$ cat config.mk
export PLATFORM = sky130hd
export DESIGN_NAME = atm_ctrl_param_flat
export DESIGN_NICKNAME = d
export VERILOG_FILES = /design/src/rtl/atm_ctrl_param_if.sv /design/src/rtl/atm_ctrl_param.sv /design/src/flat_wrapper.sv
export SDC_FILE = /design/constraint.sdc
export NUM_CORES = 1
export LEC_CHECK = 0
export CORE_UTILIZATION = 55
export CTS_CLUSTER_SIZE = 16
export DETAILED_ROUTE_END_ITERATION = 16
export HOLD_SLACK_MARGIN = 0.02
export PLACE_DENSITY = 0.81
export SLEW_MARGIN = 20
export SYNTH_ARGS = -nofsm -noshare
export SYNTH_HDL_FRONTEND = slang
export SYNTH_SLANG_ARGS = --single-unit
$ cat constraint.sdc
create_clock -name clk -period 4.8 [get_ports clk]
set_input_delay 0.48 -clock clk [delete_from_list [all_inputs] [get_ports clk]]
set_output_delay 0.48 -clock clk [all_outputs]
set_load 0.02 [all_outputs]
$ cat src/rtl/atm_ctrl_param_if.sv
// Front-end bundle between the card/keypad side and the ATM session controller.
interface atm_ctrl_param_if #(
    parameter int PIN_DIGITS = 4,
    parameter int DIG_W      = 4,
    parameter int BAL_W      = 64,
    parameter int AMT_W      = 32
) ();
    logic                        card_in;
    logic [PIN_DIGITS*DIG_W-1:0] card_pin;
    logic [BAL_W-1:0]            balance_in;
    logic [DIG_W-1:0]            digit;
    logic                        digit_stb;
    logic [AMT_W-1:0]            amount;
    logic                        amount_stb;
    logic                        trans_type;
    logic [BAL_W-1:0]            balance_out;
    logic                        balance_updated;
    logic                        dispense;
    logic                        insufficient_funds;
    logic                        limit_exceeded;
    logic                        deposit_overflow;
    logic                        pin_wrong;
    logic                        warning;
    logic                        lock_alarm;
    logic                        timeout;

    modport master (
        output card_in, card_pin, balance_in, digit, digit_stb, amount, amount_stb, trans_type,
        input  balance_out, balance_updated, dispense, insufficient_funds, limit_exceeded,
               deposit_overflow, pin_wrong, warning, lock_alarm, timeout
    );

    modport slave (
        input  card_in, card_pin, balance_in, digit, digit_stb, amount, amount_stb, trans_type,
        output balance_out, balance_updated, dispense, insufficient_funds, limit_exceeded,
               deposit_overflow, pin_wrong, warning, lock_alarm, timeout
    );
endinterface

$ cat src/rtl/atm_ctrl_param.sv
// ATM session controller: PIN capture/verify with lockout, deposit/withdrawal with
// per-session withdrawal cap, inactivity timeout and registered status outputs.
//
// state   | meaning
// IDLE    | no session; waits for card (after a timeout, for a fresh insertion)
// PIN     | collecting PIN digits
// CHECK   | one-cycle PIN compare
// TRANS   | accepting deposit/withdrawal requests
// LOCK    | too many wrong PINs; only rst leaves
module atm_ctrl_param #(
    parameter int PIN_DIGITS = 4,
    parameter int DIG_W      = 4,
    parameter int BAL_W      = 64,
    parameter int AMT_W      = 32,
    parameter int MAX_TRIES  = 3,
    parameter int WD_LIMIT   = 2000,
    parameter int TIMEOUT    = 1000
) (
    input logic            clk,
    input logic            rst,
    atm_ctrl_param_if.slave bus
);
    localparam int PIN_W  = PIN_DIGITS * DIG_W;
    localparam int CNT_W  = $clog2(PIN_DIGITS + 1);
    localparam int TRY_W  = $clog2(MAX_TRIES + 1);
    localparam int IDLE_W = $clog2(TIMEOUT + 1);
    localparam int LIM_W  = $clog2(WD_LIMIT + 1);
    // Sum register must hold any in-limit total and never wrap when an amount is added.
    localparam int WD_W   = (AMT_W + 1 > LIM_W) ? AMT_W + 1 : LIM_W;

    typedef enum logic [2:0] {S_IDLE, S_PIN, S_CHECK, S_TRANS, S_LOCK} state_t;

    state_t            state_q, state_d;
    logic [PIN_W-1:0]  pin_q, pin_d;
    logic [CNT_W-1:0]  cnt_q, cnt_d;
    logic [TRY_W-1:0]  tries_q, tries_d;
    logic [WD_W-1:0]   wd_q, wd_d;
    logic [IDLE_W-1:0] idle_q, idle_d;
    logic [BAL_W-1:0]  bal_q, bal_d;
    logic              rearm_q, rearm_d;
    logic              upd_q, upd_d, disp_q, disp_d, insuf_q, insuf_d, lim_q, lim_d;
    logic              ovf_q, ovf_d, pinw_q, pinw_d, warn_q, warn_d, lock_q, lock_d;
    logic              tmo_q, tmo_d;

    logic              end_sess;
    logic              any_stb;
    logic              idle_tc;
    logic [TRY_W-1:0]  tries_inc;
    logic [BAL_W:0]    dep_sum;
    logic [BAL_W-1:0]  amt_ext;
    logic [WD_W:0]     wd_sum;
    logic              wd_over;

    assign any_stb   = bus.digit_stb | bus.amount_stb;
    assign idle_tc   = (idle_q == IDLE_W'(TIMEOUT - 1));
    assign tries_inc = tries_q + 1'b1;
    assign amt_ext   = BAL_W'(bus.amount);
    assign dep_sum   = {1'b0, bal_q} + (BAL_W+1)'(bus.amount);
    assign wd_sum    = (WD_W+1)'(wd_q) + (WD_W+1)'(bus.amount);
    assign wd_over   = wd_sum > (WD_W+1)'(WD_LIMIT);

    always_comb begin
        state_d  = state_q;
        pin_d    = pin_q;
        cnt_d    = cnt_q;
        tries_d  = tries_q;
        wd_d     = wd_q;
        bal_d    = bal_q;
        rearm_d  = rearm_q;
        idle_d   = '0;
        end_sess = 1'b0;
        upd_d    = 1'b0;
        disp_d   = 1'b0;
        insuf_d  = 1'b0;
        lim_d    = 1'b0;
        ovf_d    = 1'b0;
        pinw_d   = 1'b0;
        warn_d   = 1'b0;
        tmo_d    = 1'b0;

        if (!bus.card_in) rearm_d = 1'b0;

        case (state_q)
            S_IDLE: begin
                if (bus.card_in && !rearm_q) begin
                    bal_d   = bus.balance_in;
                    pin_d   = '0;
                    cnt_d   = '0;
                    wd_d    = '0;
                    state_d = S_PIN;
                end
            end
            S_PIN: begin
                if (!bus.card_in) begin
                    end_sess = 1'b1;
                end else if (bus.digit_stb) begin
                    pin_d = PIN_W'({pin_q, bus.digit});
                    cnt_d = cnt_q + 1'b1;
                    if (cnt_q == CNT_W'(PIN_DIGITS - 1)) state_d = S_CHECK;
                end else if (idle_tc && !bus.amount_stb) begin
                    end_sess = 1'b1;
                    tmo_d    = 1'b1;
                    rearm_d  = 1'b1;
                end
            end
            S_CHECK: begin
                if (!bus.card_in) begin
                    end_sess = 1'b1;
                end else if (pin_q == bus.card_pin) begin
                    tries_d = '0;
                    state_d = S_TRANS;
                end else begin
                    pinw_d  = 1'b1;
                    tries_d = tries_inc;
                    pin_d   = '0;
                    cnt_d   = '0;
                    if (tries_inc == TRY_W'(MAX_TRIES)) begin
                        state_d = S_LOCK;
                    end else begin
                        warn_d  = (tries_inc == TRY_W'(MAX_TRIES - 1));
                        state_d = S_PIN;
                    end
                end
            end
            S_TRANS: begin
                if (!bus.card_in) begin
                    end_sess = 1'b1;
                end else if (bus.amount_stb) begin
                    if (!bus.trans_type) begin
                        if (dep_sum[BAL_W]) begin
                            ovf_d = 1'b1;
                        end else begin
                            bal_d = dep_sum[BAL_W-1:0];
                            upd_d = 1'b1;
                        end
                    end else if (amt_ext > bal_q) begin
                        insuf_d = 1'b1;
                    end else if (wd_over) begin
                        lim_d = 1'b1;
                    end else begin
                        bal_d  = bal_q - amt_ext;
                        wd_d   = wd_sum[WD_W-1:0];
                        upd_d  = 1'b1;
                        disp_d = 1'b1;
                    end
                end else if (idle_tc && !bus.digit_stb) begin
                    end_sess = 1'b1;
                    tmo_d    = 1'b1;
                    rearm_d  = 1'b1;
                end
            end
            S_LOCK: begin
            end
            default: state_d = S_IDLE;
        endcase

        // Removal and timeout share the same teardown; balance and tries survive it.
        if (end_sess) begin
            pin_d   = '0;
            cnt_d   = '0;
            wd_d    = '0;
            state_d = S_IDLE;
        end

        if ((state_q == S_PIN || state_q == S_TRANS) && !any_stb && state_d == state_q)
            idle_d = idle_q + 1'b1;

        lock_d = (state_d == S_LOCK);
    end

    always_ff @(posedge clk) begin
        if (!rst) begin
            state_q <= S_IDLE;
            pin_q   <= '0;
            cnt_q   <= '0;
            tries_q <= '0;
            wd_q    <= '0;
            idle_q  <= '0;
            bal_q   <= '0;
            rearm_q <= 1'b0;
            upd_q   <= 1'b0;
            disp_q  <= 1'b0;
            insuf_q <= 1'b0;
            lim_q   <= 1'b0;
            ovf_q   <= 1'b0;
            pinw_q  <= 1'b0;
            warn_q  <= 1'b0;
            lock_q  <= 1'b0;
            tmo_q   <= 1'b0;
        end else begin
            state_q <= state_d;
            pin_q   <= pin_d;
            cnt_q   <= cnt_d;
            tries_q <= tries_d;
            wd_q    <= wd_d;
            idle_q  <= idle_d;
            bal_q   <= bal_d;
            rearm_q <= rearm_d;
            upd_q   <= upd_d;
            disp_q  <= disp_d;
            insuf_q <= insuf_d;
            lim_q   <= lim_d;
            ovf_q   <= ovf_d;
            pinw_q  <= pinw_d;
            warn_q  <= warn_d;
            lock_q  <= lock_d;
            tmo_q   <= tmo_d;
        end
    end

    assign bus.balance_out        = bal_q;
    assign bus.balance_updated    = upd_q;
    assign bus.dispense           = disp_q;
    assign bus.insufficient_funds = insuf_q;
    assign bus.limit_exceeded     = lim_q;
    assign bus.deposit_overflow   = ovf_q;
    assign bus.pin_wrong          = pinw_q;
    assign bus.warning            = warn_q;
    assign bus.lock_alarm         = lock_q;
    assign bus.timeout            = tmo_q;
endmodule

$ cat src/flat_wrapper.sv
// flat-port wrapper written by rule: the top's interface ports become plain ports
module atm_ctrl_param_flat 
#(
    parameter int PIN_DIGITS = 4,
    parameter int DIG_W      = 4,
    parameter int BAL_W      = 64,
    parameter int AMT_W      = 32,
    parameter int MAX_TRIES  = 3,
    parameter int WD_LIMIT   = 2000,
    parameter int TIMEOUT    = 1000
)
  (clk, rst, bus_card_in, bus_card_pin, bus_balance_in, bus_digit, bus_digit_stb, bus_amount, bus_amount_stb, bus_trans_type, bus_balance_out, bus_balance_updated, bus_dispense, bus_insufficient_funds, bus_limit_exceeded, bus_deposit_overflow, bus_pin_wrong, bus_warning, bus_lock_alarm, bus_timeout);
  atm_ctrl_param_if #(.PIN_DIGITS(PIN_DIGITS), .DIG_W(DIG_W), .BAL_W(BAL_W), .AMT_W(AMT_W)) bus_i ();
  input logic clk;
  input logic rst;
  input wire logic [$bits(bus_i.card_in)-1:0] bus_card_in;
  input wire logic [$bits(bus_i.card_pin)-1:0] bus_card_pin;
  input wire logic [$bits(bus_i.balance_in)-1:0] bus_balance_in;
  input wire logic [$bits(bus_i.digit)-1:0] bus_digit;
  input wire logic [$bits(bus_i.digit_stb)-1:0] bus_digit_stb;
  input wire logic [$bits(bus_i.amount)-1:0] bus_amount;
  input wire logic [$bits(bus_i.amount_stb)-1:0] bus_amount_stb;
  input wire logic [$bits(bus_i.trans_type)-1:0] bus_trans_type;
  output wire logic [$bits(bus_i.balance_out)-1:0] bus_balance_out;
  output wire logic [$bits(bus_i.balance_updated)-1:0] bus_balance_updated;
  output wire logic [$bits(bus_i.dispense)-1:0] bus_dispense;
  output wire logic [$bits(bus_i.insufficient_funds)-1:0] bus_insufficient_funds;
  output wire logic [$bits(bus_i.limit_exceeded)-1:0] bus_limit_exceeded;
  output wire logic [$bits(bus_i.deposit_overflow)-1:0] bus_deposit_overflow;
  output wire logic [$bits(bus_i.pin_wrong)-1:0] bus_pin_wrong;
  output wire logic [$bits(bus_i.warning)-1:0] bus_warning;
  output wire logic [$bits(bus_i.lock_alarm)-1:0] bus_lock_alarm;
  output wire logic [$bits(bus_i.timeout)-1:0] bus_timeout;
  assign bus_i.card_in = bus_card_in;
  assign bus_i.card_pin = bus_card_pin;
  assign bus_i.balance_in = bus_balance_in;
  assign bus_i.digit = bus_digit;
  assign bus_i.digit_stb = bus_digit_stb;
  assign bus_i.amount = bus_amount;
  assign bus_i.amount_stb = bus_amount_stb;
  assign bus_i.trans_type = bus_trans_type;
  assign bus_balance_out = bus_i.balance_out;
  assign bus_balance_updated = bus_i.balance_updated;
  assign bus_dispense = bus_i.dispense;
  assign bus_insufficient_funds = bus_i.insufficient_funds;
  assign bus_limit_exceeded = bus_i.limit_exceeded;
  assign bus_deposit_overflow = bus_i.deposit_overflow;
  assign bus_pin_wrong = bus_i.pin_wrong;
  assign bus_warning = bus_i.warning;
  assign bus_lock_alarm = bus_i.lock_alarm;
  assign bus_timeout = bus_i.timeout;
  atm_ctrl_param #(.PIN_DIGITS(PIN_DIGITS), .DIG_W(DIG_W), .BAL_W(BAL_W), .AMT_W(AMT_W), .MAX_TRIES(MAX_TRIES), .WD_LIMIT(WD_LIMIT), .TIMEOUT(TIMEOUT)) u_core (.clk(clk), .rst(rst), .bus(bus_i));
endmodule
After elaboration in Yosys (flattened, before gate mapping)
Index checks and enable logic that the tools add are counted.
- reductions and logical operators: 26
- add/sub/neg operators: 6
- eq/ne operators: 24
- magnitude comparators: 2
- multiply operators: 0
- div/mod/pow operators: 0
- shift operators: 0
- muxes and demuxes: 64
- bitwise operators: 7
- operator list (cell ; number):
    64-bit two-way mux ; 7
    33-bit two-way mux ; 6
    64-bit case mux with 2 select lines ; 1
    16-bit two-way mux ; 5
    33-bit case mux with 2 select lines ; 1
    64-bit by 32-bit adder with 65-bit output ; 1
    32-bit by 64-bit greater-than comparator with 1-bit output ; 1
    64-bit by 32-bit subtractor with 64-bit output ; 1
    16-bit case mux with 3 select lines ; 1
    3-bit two-way mux ; 13
    33-bit by 32-bit adder with 34-bit output ; 1
    34-bit by 11-bit greater-than comparator with 1-bit output, second input constant ; 1
    1-bit two-way mux ; 24
    2-bit != test, second input constant ; 9
    16-bit equality test ; 1
    7-bit AND reduction ; 2
    3-bit case mux with 4 select lines ; 1
    10-bit by 1-bit adder with 10-bit output, second input constant ; 1
    10-bit equality test, second input constant ; 1
    5-bit OR reduction ; 2
    3-bit by 2-bit equality test with 1-bit output, second input constant ; 3
    3-bit != test, second input constant ; 3
    3-bit case mux with 3 select lines ; 1
    3-bit equality test, second input constant ; 2
    24 further kinds ; 40
- bits in writable memories: 0
- flip-flop bits (word level): 141
- latch bits: 0
- bits of input ports: 122
- output and inout bits: 73
- memories kept: 0
- ROM bits: 0

Longest topological paths before layout
Gate-level depths: netlist of run 1.
- depth after elaboration: 10
- gate-level depth with buffers: 16
- mapped depth without buffers: 14

Worst setup path after synthesis of run 1
No wires, ideal clock.
- kind: in2reg
- start point: input port bus_amount[0]
- end point: register u_core.wd_q[10]
- required time: 4683 ps
- stages: 14
- arrival time: 3998 ps
- setup time: 117 ps
- slack: 685 ps
- cell sequence: ha_1 -> fa_1 -> a21oi_2 -> o21ai_0 -> a311oi_2 -> a211oi_1 -> or3_1 -> a2111oi_0 -> o2111ai_1 -> nor4_4 -> a21oi_1 -> nand2b_1 -> buf_2 -> a32o_1
- cells in the longest elaborated chain, start to end: 7
- ends and longest elaborated chain (item ; line ; RTL):
    from (decl) ; flat_wrapper.sv:21 ; input wire logic [$bits(bus_i.amount)-1:0] bus_amount;
    branches (longest 7 deep; another with 33-bit by 32-bit adder with 34-bit output) ; - ;
    to (signal assigned) ; atm_ctrl_param.sv:195 ; wd_q <= wd_d;
    to (decl) ; atm_ctrl_param.sv:37 ; logic [WD_W-1:0] wd_q, wd_d;
Several ways; the timed one is not identified. The select of a mux whose other input is x is not followed.
A chain may end at the register's enable or synchronous reset.

Worst setup path after layout of run 1
- start point: input port bus_amount[0]
- end point: register u_core.bal_q[27], in the netlist u_core.bus.balance_out[27]
- cells in the longest elaborated chain, start to end: 7
- ends and longest elaborated chain (item ; line ; RTL):
    branches (longest 7 deep; another with 33-bit by 32-bit adder with 34-bit output) ; - ;
    to (signal assigned) ; atm_ctrl_param.sv:197 ; bal_q <= bal_d;
    to (decl) ; atm_ctrl_param.sv:39 ; logic [BAL_W-1:0] bal_q, bal_d;
Several ways; the timed one is not identified. The select of a mux whose other input is x is not followed.

==> summary.md, run 1 <==
| Metric | Value |
|---|---|
| All-Layer GR Usage | around two fifths |
| R2r startpoint | u_core.wd_q[0] |
| Place WS | -0.124 ns |
| RSZ-0062 raised after global routing | no |
| Arrival time of the worst setup path | about 5 ns |
| Gr ovfl total | 0 |
| Clk pwr share | about 37% |
| Global placement routability congestion | between 1 and 1.5 |
| Power per cell area | roughly 230 nW/um^2 |
| Crit-path cells | clkdlybuf4s50_1 > ha_1 > fa_1 > a21oi_2 > o21ai_0 > a311oi_2 > a211oi_1 > or3_1 > a2111oi_0 > o2111ai_1 > nor4_4 > buf_4 > o21ai_4 > buf_4 > o41ai_1 |
| Startpoint types | input pin |
| Sw frac | a little under two fifths |
| Period utilization | a little over nine tenths |
| Core Rows | 56 |
| Global-route wire length before repair | approximately 80000 um |
| Drt pass-1 iters | 6 |
| Buffers on Ports | a little under 200 |
| Worst hold path class | reg2reg |
| H-tree Lvls | 4 |
| Final wirelength | 50600 um |
| Area Overhead vs Synth | 27.3% |
| DR vias/cell | between 6 and 7 |
| Outcome | finished clean |
| Combinational group share of total power | between 30% and 40% |
| I/O Pins | roughly 200 |
| Die area | between 20000 and 25000 sq um |
| Clock Latency Late Sink | approximately 0.45 ns |
| Relative slew slack | between 40% and 50% |
| HP Start | u_core.wd_q[27] |
| Core area | around 23000 sq um |
| Vias in the first global route | around 15000 |
| Post-DP HPWL | a little under 40000 um |
| Sink Count | 141 |
| Total Power | ~3.9 mW |
| Root buf cell | clkbuf_16 |
| Mean Syn Cell Area | roughly 7.2 sq um |
| Total number of vias | between 15000 and 20000 |
| DR DRC count | 0 |
| Initial antenna violation count | 1 |
| Flop pwr share | between 30% and 40% |
| Setup bufs post-CTS | 0 |
| NetSw | ~1.4 mW |
| Setup ws final | around 0.25 ns |
| Min Tclk post-route | 4.55 ns |
| Non-filler cells, final | around 2400 |
| Placed Instances | ~2400 |
| CP max stage delay | approximately 0.47 ns |
| Register bit total from synthesis | 141 |
| Top FF cell, synth | dfxtp_1 |
| Slowest CP cell | clkdlybuf4s50_1 |
| Critical Path Start | bus_amount[0] |
| Inserted Clock Buffers | 17 |
| Synth area leader | dfxtp_1 |
| Fmax | about 0.22 GHz |
| Reg clk slew, reported paths | around 0.070 ns |
| Die W | ~160 um |
| Setup Crit Path Kind | in2reg |
| Internal power | 2.42 mW |
| Netlist cell types | slightly below 90 |
| Crit path max-delay family | compound AO/OA/AOI/OAI gates |
| Hold Buf Count CTS | 0 |
| EDFF count, synth | 0 |
| Clock buffer depth | 2 |
| Post-Syn Area | around 13000 sq um |
| Max-Cap Viols | 0 |
| Fin. Hold Viols | 0 |
| CP Capture Type | flip-flop |
| Maximum vdd drop | roughly 180 uV |
| Pleak | 6.78 nW |
| Post-synth top area share | a little over a fifth |
| Min Hold Slack | 0.488 ns |
| Largest net degree at the start of global routing | between 50 and 60 |
| Slew Limit Fails | 0 |
| Filler cells | 1893 |
| Share of cells above drive strength 1 | between 10% and 20% |
| Synth top area cells | dfxtp_1, ha_1, a21oi_1, nand2_1, nor2_1 |
| Synth Net Count | between 2000 and 2500 |
| Final setup fails | 0 |
| Most numerous cell on the critical path | buf_4 |
| Die height | 157 um |
| Antenna-violating nets left | 0 |
| CTS tree | yes |
| WP buf/inv | 3 |
| Clk_skew | approximately 0.017 ns |
| DR iter-0 viols | between 1500 and 2000 |
| CP Max Fanout | 23 |
| Count of nets after finishing | approximately 2300 |
| Ys Warns | 0 |
| Routed len/inst | around 21 um |
| Worst slew pin tran | roughly 0.89 ns |
| Asr flop ratio synth | 0% |
| Initial core utilization | between 50% and 60% |
| Crit path required time | about 5.1 ns |
| Quantity of gates resized following cts | 0 |
| Sequential area share after synthesis | 21.5% |
| Post-Syn Instances | 1820 |
[cells in the mapped netlist (30+ instances only)]
cell type	n
nor2_1	174
clkbuf_1	83
nand3_1	61
nand4_1	39
ha_1	101
and3_1	47
nand2_1	185
nor3_1	58
o211ai_1	34
xnor2_1	44
o21ai_0	85
dfxtp_1	141
a21oi_1	171
xor2_1	30
o31ai_1	31
inv_1	74
[logic make-up (layout without fill, tap and decap cells)]
family / Yosys count / after routing / synth area share [%]
AND/OR/NAND/NOR: 706 / 706 / 26.4
AO/OA/AOI/OAI: 587 / 587 / 30.0
buffers and inverters: 189 / 439 / 5.67
flip-flops: 141 / 141 / 21.5
adder cells (fa/ha/maj): 104 / 104 / 10.1
XOR/XNOR: 74 / 74 / 4.94
multiplexers: 19 / 19 / 1.48
other: 0 / 1 / 0
[cell usage in the layout (no fill, tap or decap), types with 19 or more instances in the layout]
cell / count
clkdlybuf4s50_1: 192
nand2_1: 184
nor2_1: 172
a21oi_1: 171
dfxtp_1: 141
buf_4: 134
ha_1: 101
o21ai_0: 85
inv_1: 73
nand3_1: 61
nor3_1: 58
and3_1: 47
xnor2_1: 44
nand4_1: 39
o211ai_1: 34
o31ai_1: 31
xor2_1: 30
or3_1: 26
a22oi_1: 25
a211oi_1: 23
nor4_1: 21
a21o_1: 19
nor2b_1: 19
[power groups by stage]
stage / registers, mW / clock network (mW) / logic [mW]
final: 1.28 / 1.42 / 1.17
after global routing: 1.29 / 1.46 / 1.25
after CTS: 1.28 / 1.41 / 1.14
after detailed placement: 1.31 / 0 / 1.13
after global placement: 1.30 / 0 / 1.12
after floorplan: 1.31 / 0 / 0.632
[final timing paths]
kind                                     end  slack, ns  depth (start not counted)
hold reg to reg              u_core.wd_q[27]       0.49                          1
hold / removal               u_core.wd_q[27]       0.49                          1
setup reg to reg  u_core.bus.balance_out[27]       0.49                         14
setup / recovery  u_core.bus.balance_out[27]       0.25                         15
[routing by layer]
| metal | GRT usage [%] | up-vias | wire (um) |
|---|---|---|---|
| met5 | 0 | - | 13 |
| met4 | 15.8 | 2 | 1670 |
| met3 | 6.09 | 126 | 4590 |
| met2 | 67.3 | 864 | 23500 |
| met1 | 53.7 | 7336 | 20900 |
| li1 | - | 7233 | - |
[sequential cells by signal, summed over array words and instances (netlist names)]
register / cells
u_core.bus.balance_out: 64
u_core.tries_q: 2
u_core.pin_q: 16
u_core.rearm_q: 1
u_core.bus.timeout: 1
u_core.state_q: 3
u_core.bus.pin_wrong: 1
u_core.bus.balance_updated: 1
u_core.bus.warning: 1
u_core.bus.deposit_overflow: 1
u_core.bus.lock_alarm: 1
u_core.cnt_q: 3
u_core.wd_q: 33
u_core.bus.insufficient_funds: 1
u_core.bus.limit_exceeded: 1
u_core.bus.dispense: 1
u_core.idle_q: 10
[through the flow]
stage / util (%) / instance area, sq um / TNS [ns]
after CTS: 71.2 / 16700 / 0
final: 71.2 / 16700 / 0
after global placement: 68.5 / 16100 / 0
after global routing: 71.2 / 16700 / 0
after floorplan: - / 13100 / 0
after detailed placement: 68.6 / 16100 / -4.13
[area by class of cell]
cell class	instances	area, sq um	area share, %
flip-flops and latches	141	2820	16.9
diodes	1	2.50	0.0150
inverters	77	289	1.73
repair buffers	330	2980	17.8
clock inverters	15	188	1.12
well taps	319	399	2.39
clock buffers	17	425	2.55
multi-input cells	1490	9610	57.5
[worst register-to-register path, stage by stage (launching register included)]
cell and delay (ns):
dfxtp_1 0.33, ha_1 0.22, fa_1 0.41, a21oi_2 0.18, o21ai_0 0.17, a311oi_2 0.35, a211oi_1 0.16, or3_1 0.37
a2111oi_0 0.41, o2111ai_1 0.27, nor4_4 0.32, buf_4 0.21, o21ai_4 0.12, buf_4 0.28, o41ai_1 0.40
Note: power is estimated with default switching activity, not from simulation.
==> run 2, diff against run 1 <==
DONT_BUFFER_PORTS = 1   (was not set)
PLACE_DENSITY = 0.7   (was 0.81)
==> run 2 against run 1 <==
Combinational power decreased by 26%. Clock power about the same. Via count decreased by 9.1%. Critical path depth increased by 2. Final cell count decreased by 12%. Sequential share of layout area increased by 3.1 points. Global-route usage decreased by 3.1 points. Routed wire length decreased by 7.3%. Die area unchanged. Clock-buffer cell count unchanged. Highest routed layer is now met4. Worst hold slack got worse by 0.32 ns.
==> summary.md, run 2 (synthesis gave the netlist of run 1 again) <==
| Metric | Value |
|---|---|
| Outcome | finished clean |
| Clock Latency Late Sink | ~0.44 ns |
| RSZ-0062 raised after global routing | no |
| Share of cells above drive strength 1 | under 10% |
| Post-route cell area | approximately 14000 sq um |
| Die area | around 24000 sq um |
| Fmax | between 0.2 and 0.25 GHz |
| Sink Count | between 100 and 150 |
| Slew Limit Fails | 0 |
| All-Layer GR Usage | a little under two fifths |
| CP Capture Type | flip-flop |
| Core Rows | 56 |
| Routed wl met2 | roughly 21000 um |
| Vias in the first global route | approximately 13000 |
| Antenna-violating nets left | 0 |
| Max reg flops | 64 |
| Total number of vias | approximately 14000 |
| Die W | ~160 um |
| I/O Pins | 195 |
| Power per cell area | around 250 nW/um^2 |
| Clock buffer depth | 2 |
| Final core occ | about 60% |
| Final wirelength | ~47000 um |
| Crit path required time | 5.13 ns |
| Count of nets after finishing | roughly 2000 |
| Worst slew pin tran | ~1.1 ns |
| Area post-placement | between 10000 and 15000 sq um |
| Initial antenna violation count | 3 |
| Setup bufs post-CTS | 0 |
| Placed Instances | approximately 2100 |
| Place WS | -0.0944 ns |
| Setup ws final | ~0.26 ns |
| Core area | 23500 sq um |
| Inserted Clock Buffers | 17 |
| DR iter-0 viols | between 1000 and 1500 |
| Met3 Routed Length | between 4000 and 5000 um |
| Clk_skew | 0.0182 ns |
| Largest net degree at the start of global routing | between 60 and 70 |
| H-tree Lvls | 4 |
| Period utilization | a little over nine tenths |
| Drt pass-1 iters | 6 |
| Global placement routability congestion | 0.984 |
| Met1 wire length | roughly 20000 um |
| CP max stage delay | about 0.48 ns |
| Global-route wire length before repair | slightly above 70000 um |
| Buffers on Ports | 0 |
| Most common cell after layout, fill and taps aside | nand2_1 |
| Arrival time of the worst setup path | a little under 5 ns |
| Commonest non-fill, non-tap cells in the layout | nand2_1, nor2_1, a21oi_1 |
| Final setup fails | 0 |
| Total Power | 3.60 mW |
| Initial core utilization | 55.9% |
| DR DRC count | 0 |
| Min Tclk post-route | 4.54 ns |
| Maximum vdd drop | around 210 uV |
| Quantity of gates resized following cts | 0 |
| Slowest CP cell | dfxtp_1 |
| Startpoint types | flip-flop |
| CP Max Fanout | 40 |
| R2R Setup Slk | ~0.26 ns |
| Max-Cap Viols | 0 |
| Filler cells | approximately 2300 |
| Routed len/inst | 22.3 um |
| Area Overhead vs Synth | 7.38% |
| Non-filler cells, final | 2106 |
| Root buf cell | clkbuf_16 |
| Fin. Hold Viols | 0 |
| DR vias/cell | roughly 6.7 |
| Setup Crit Path Kind | reg2reg |
| Post-DP HPWL | between 30000 and 40000 um |
| Crit-path cells | inv_1 > ha_1 > fa_1 > nor2b_1 > o211ai_1 > a211o_1 > a2111oi_0 > buf_4 > o41ai_2 > nand4_1 > nand4_1 > nor4_4 > buf_4 > o21a_2 > buf_12 > nor2_1 > a221o_1 |
| Gr ovfl total | 0 |
| Die height | around 160 um |
| Relative slew slack | about 28% |
| Highest metal used | met4 |
| CTS tree | yes |
| Reg clk slew, reported paths | 0.08 ns |
| Worst hold path class | in2reg |
| Pleak | around 5.6 nW |
| Hold Buf Count CTS | 0 |
==> run 2: path summary, 6_finish.rpt <==
path	from	end	depth (start not counted)
hold reg to reg	u_core.idle_q[0]	u_core.idle_q[0]	1
setup / recovery	u_core.bus.balance_out[0]	u_core.bus.balance_out[12]	17
hold / removal	rst	u_core.bus.balance_out[57]	1
setup reg to reg	u_core.bus.balance_out[0]	u_core.bus.balance_out[12]	17
==> run 2: metrics by stage <==
stage / TNS (ns) / hold slack, ns
2_1_floorplan: 0 / 0.430
3_3_place_gp: -0.195 / 0.452
3_5_place_dp: -0.322 / 0.460
4_1_cts: 0 / 0.154
5_1_grt: 0 / 0.155
6_report: 0 / 0.171
==> run 2: final cells by class <==
cell class | instances | area, sq um | share of cell area (%)
timing repair buffer | 44 | 355 | 2.52
sequential | 141 | 2820 | 20.0
clock buffer | 17 | 425 | 3.02
tap | 319 | 399 | 2.83
inverter | 77 | 289 | 2.05
antenna | 3 | 7.51 | 0.0532
multi-input combinational | 1490 | 9590 | 68.0
clock inverter | 15 | 206 | 1.46
==> run 2: routing by layer <==
metal  global-route usage [%]  vias up
met5                        0        -
met4                     15.5        0
met3                     8.22      105
met2                     60.1      688
met1                     49.2     6665
li1                         -     6685
==> run 2: critical path, delay by kind of cell (launching register included) <==
kind | cells | cell delay [ns]
and+or+nand+nor | 5 | 0.94
adders and majority gates | 2 | 0.63
buffers and inverters | 4 | 0.74
DFF | 1 | 0.48
AOI/OAI and AO/OA | 6 | 1.62
==> run 2: power breakdown <==
part | total (mW) | internal [mW] | switching (mW)
sequential | 1.31 | 1.21 | 0.107
combinational | 0.860 | 0.313 | 0.547
clock | 1.42 | 0.718 | 0.704
==> run 3, diff against run 2 <==
CORE_MARGIN = 10   (was not set)
REMOVE_ABC_BUFFERS = 1   (was not set)
==> run 3 against run 2 <==
Register-to-register slack improved by 0.10 ns. Sequential power is essentially flat. Global-route usage decreased by 7.8 points. Maximum frequency up 2.3%. Clock power hardly changed. Highest routed layer unchanged. Routed wire length is 1.9% higher. Die area rose by 24%. Final cell count about the same. Via count grew 0.18%. Largest cell class unchanged. Design area hardly changed.
==> summary.md, run 3 (synthesis gave the netlist of run 1 again) <==
| Metric | Value |
|---|---|
| Multi-input gate area | 9590 sq um |
| Filler cells | around 2200 |
| I/O Pins | approximately 200 |
| Setup Crit Path Kind | reg2reg |
| Crit path required time | approximately 5 ns |
| Relative slew slack | approximately a quarter |
| Final wirelength | ~48000 um |
| Period utilization | between 90 and 100% |
| Non-filler cells, final | 2107 |
| Max reg flops | 64 |
| Core area | 23500 sq um |
| Initial antenna violation count | 4 |
| Global-route wire length before repair | 74000 um |
| Sink Count | 141 |
| Area Overhead vs Synth | 7.34% |
| Gr ovfl total | 0 |
| Quantity of gates resized following cts | 0 |
| Total Power | 3.60 mW |
| Commonest non-fill, non-tap cells in the layout | nand2_1, nor2_1, a21oi_1 |
| Min Tclk post-route | between 4 and 5 ns |
| Worst hold path class | in2reg |
| Clock Latency Late Sink | between 0.4 and 0.5 ns |
| Global placement routability congestion | about 1 |
| Clock buffer depth | 2 |
| Die height | between 150 and 200 um |
| Maximum vdd drop | 239 uV |
| Arrival time of the worst setup path | approximately 4.8 ns |
| Total number of vias | around 14000 |
| Clk_skew | ~0.017 ns |
| Power per cell area | about 260 nW/um^2 |
| Core Rows | between 50 and 60 |
| Total negative slack | 0 ns |
| RSZ-0062 raised after global routing | no |
| H-tree Lvls | 4 |
| CTS tree | yes |
| CP Capture Type | flip-flop |
| Max-Cap Viols | 0 |
| Slew Limit Fails | 0 |
| Largest net degree at the start of global routing | 68 |
| Inserted Clock Buffers | 17 |
| Reg clk slew, reported paths | roughly 0.08 ns |
| Placed Instances | 2071 |
| Setup bufs post-CTS | 0 |
| CP Max Fanout | 27 |
| Fin. Hold Viols | 0 |
| Buffers on Ports | 0 |
| Share of cells above drive strength 1 | 6.56% |
| DR iter-0 viols | 1666 |
| Most common cell after layout, fill and taps aside | nand2_1 |
| Count of nets after finishing | ~2000 |
| Hold Buf Count CTS | 0 |
| Startpoint types | flip-flop |
| Die W | 175 um |
| Root buf cell | clkbuf_16 |
| Initial core utilization | about 56% |
| All-Layer GR Usage | 29.9% |
| Antenna-violating nets left | 0 |
| DR vias/cell | 6.72 |
| Routed len/inst | 22.7 um |
| Outcome | finished clean |
| Pleak | approximately 5.6 nW |
| Vias in the first global route | roughly 13000 |
| Post-DP HPWL | 36400 um |
| Die area | 30500 sq um |
| Fmax | ~0.23 GHz |
| Worst slew pin tran | approximately 1.1 ns |
| DR DRC count | 0 |
| Drt pass-1 iters | 6 |
| Register area | between 2000 and 3000 sq um |
| Final core occ | between 60% and 70% |
| Final setup fails | 0 |
## run 3: cell count changes in the layout (fill, tap and decap cells not counted)
cell / change
clkinv_8: -3
clkinvlp_4: +2
inv_8: +2
buf_12: +1
buf_4: -1
clkinv_1: -1
clkinv_4: -1
diode_2: +1
inv_2: +1
## run 3: layout make-up
cell class	count	area share (%)
well taps	319	2.83
inverters	77	2.05
repair buffers	44	2.61
diodes	4	0.0710
multi-input cells	1490	68.1
flip-flops and latches	141	20.0
clock buffers	17	3.02
clock inverters	15	1.32
## run 3: power by group
group          total (mW)  internal (mW)  leakage [nW]  switching (mW)
Sequential           1.32           1.21          1.15           0.111
Clock                1.43          0.712         0.291           0.720
Combinational       0.849          0.311          4.18           0.538
Total                3.60           2.23          5.62            1.37
## run 3: worst max-delay path, cell delays in order (launching register included)
cell and delay, ns:
dfxtp_1 0.32, ha_1 0.20, fa_1 0.41, a21oi_2 0.18, o21ai_0 0.21, a311oi_2 0.41
a211oi_1 0.18, or3_1 0.37, a2111oi_0 0.40, o2111ai_1 0.31, nor4_4 0.33, buf_4 0.19
o21ai_4 0.11, buf_12 0.20, buf_4 0.15, a211oi_1 0.22, o22ai_1 0.10
## run 3: metrics by stage
step	cell area (sq um)	setup WS, ns	hold slack, ns
after floorplan	12700	0.181	0.430
after global placement	13500	0.318	0.444
after detailed placement	13500	0.282	0.470
after CTS	14100	0.427	0.159
after global routing	14100	0.0496	0.162
final	14100	0.360	0.169
## run 3: worst paths after layout
check | startpoint | depth (start not counted) | to | slack, ns
max | u_core.wd_q[0] | 16 | u_core.bus.balance_out[35] | 0.36
min reg2reg | u_core.idle_q[0] | 1 | u_core.idle_q[0] | 0.49
min | bus_card_in | 2 | u_core.rearm_q | 0.17
max reg2reg | u_core.wd_q[0] | 16 | u_core.bus.balance_out[35] | 0.36
## run 3: metal layers
| metal | share of wire (%) | global-route usage, % |
|---|---|---|
| met2 | 43 | 45.0 |
| met5 | 0 | 0 |
| met3 | 11 | 7.97 |
| met4 | 3.1 | 10.5 |
| met1 | 43 | 40.4 |
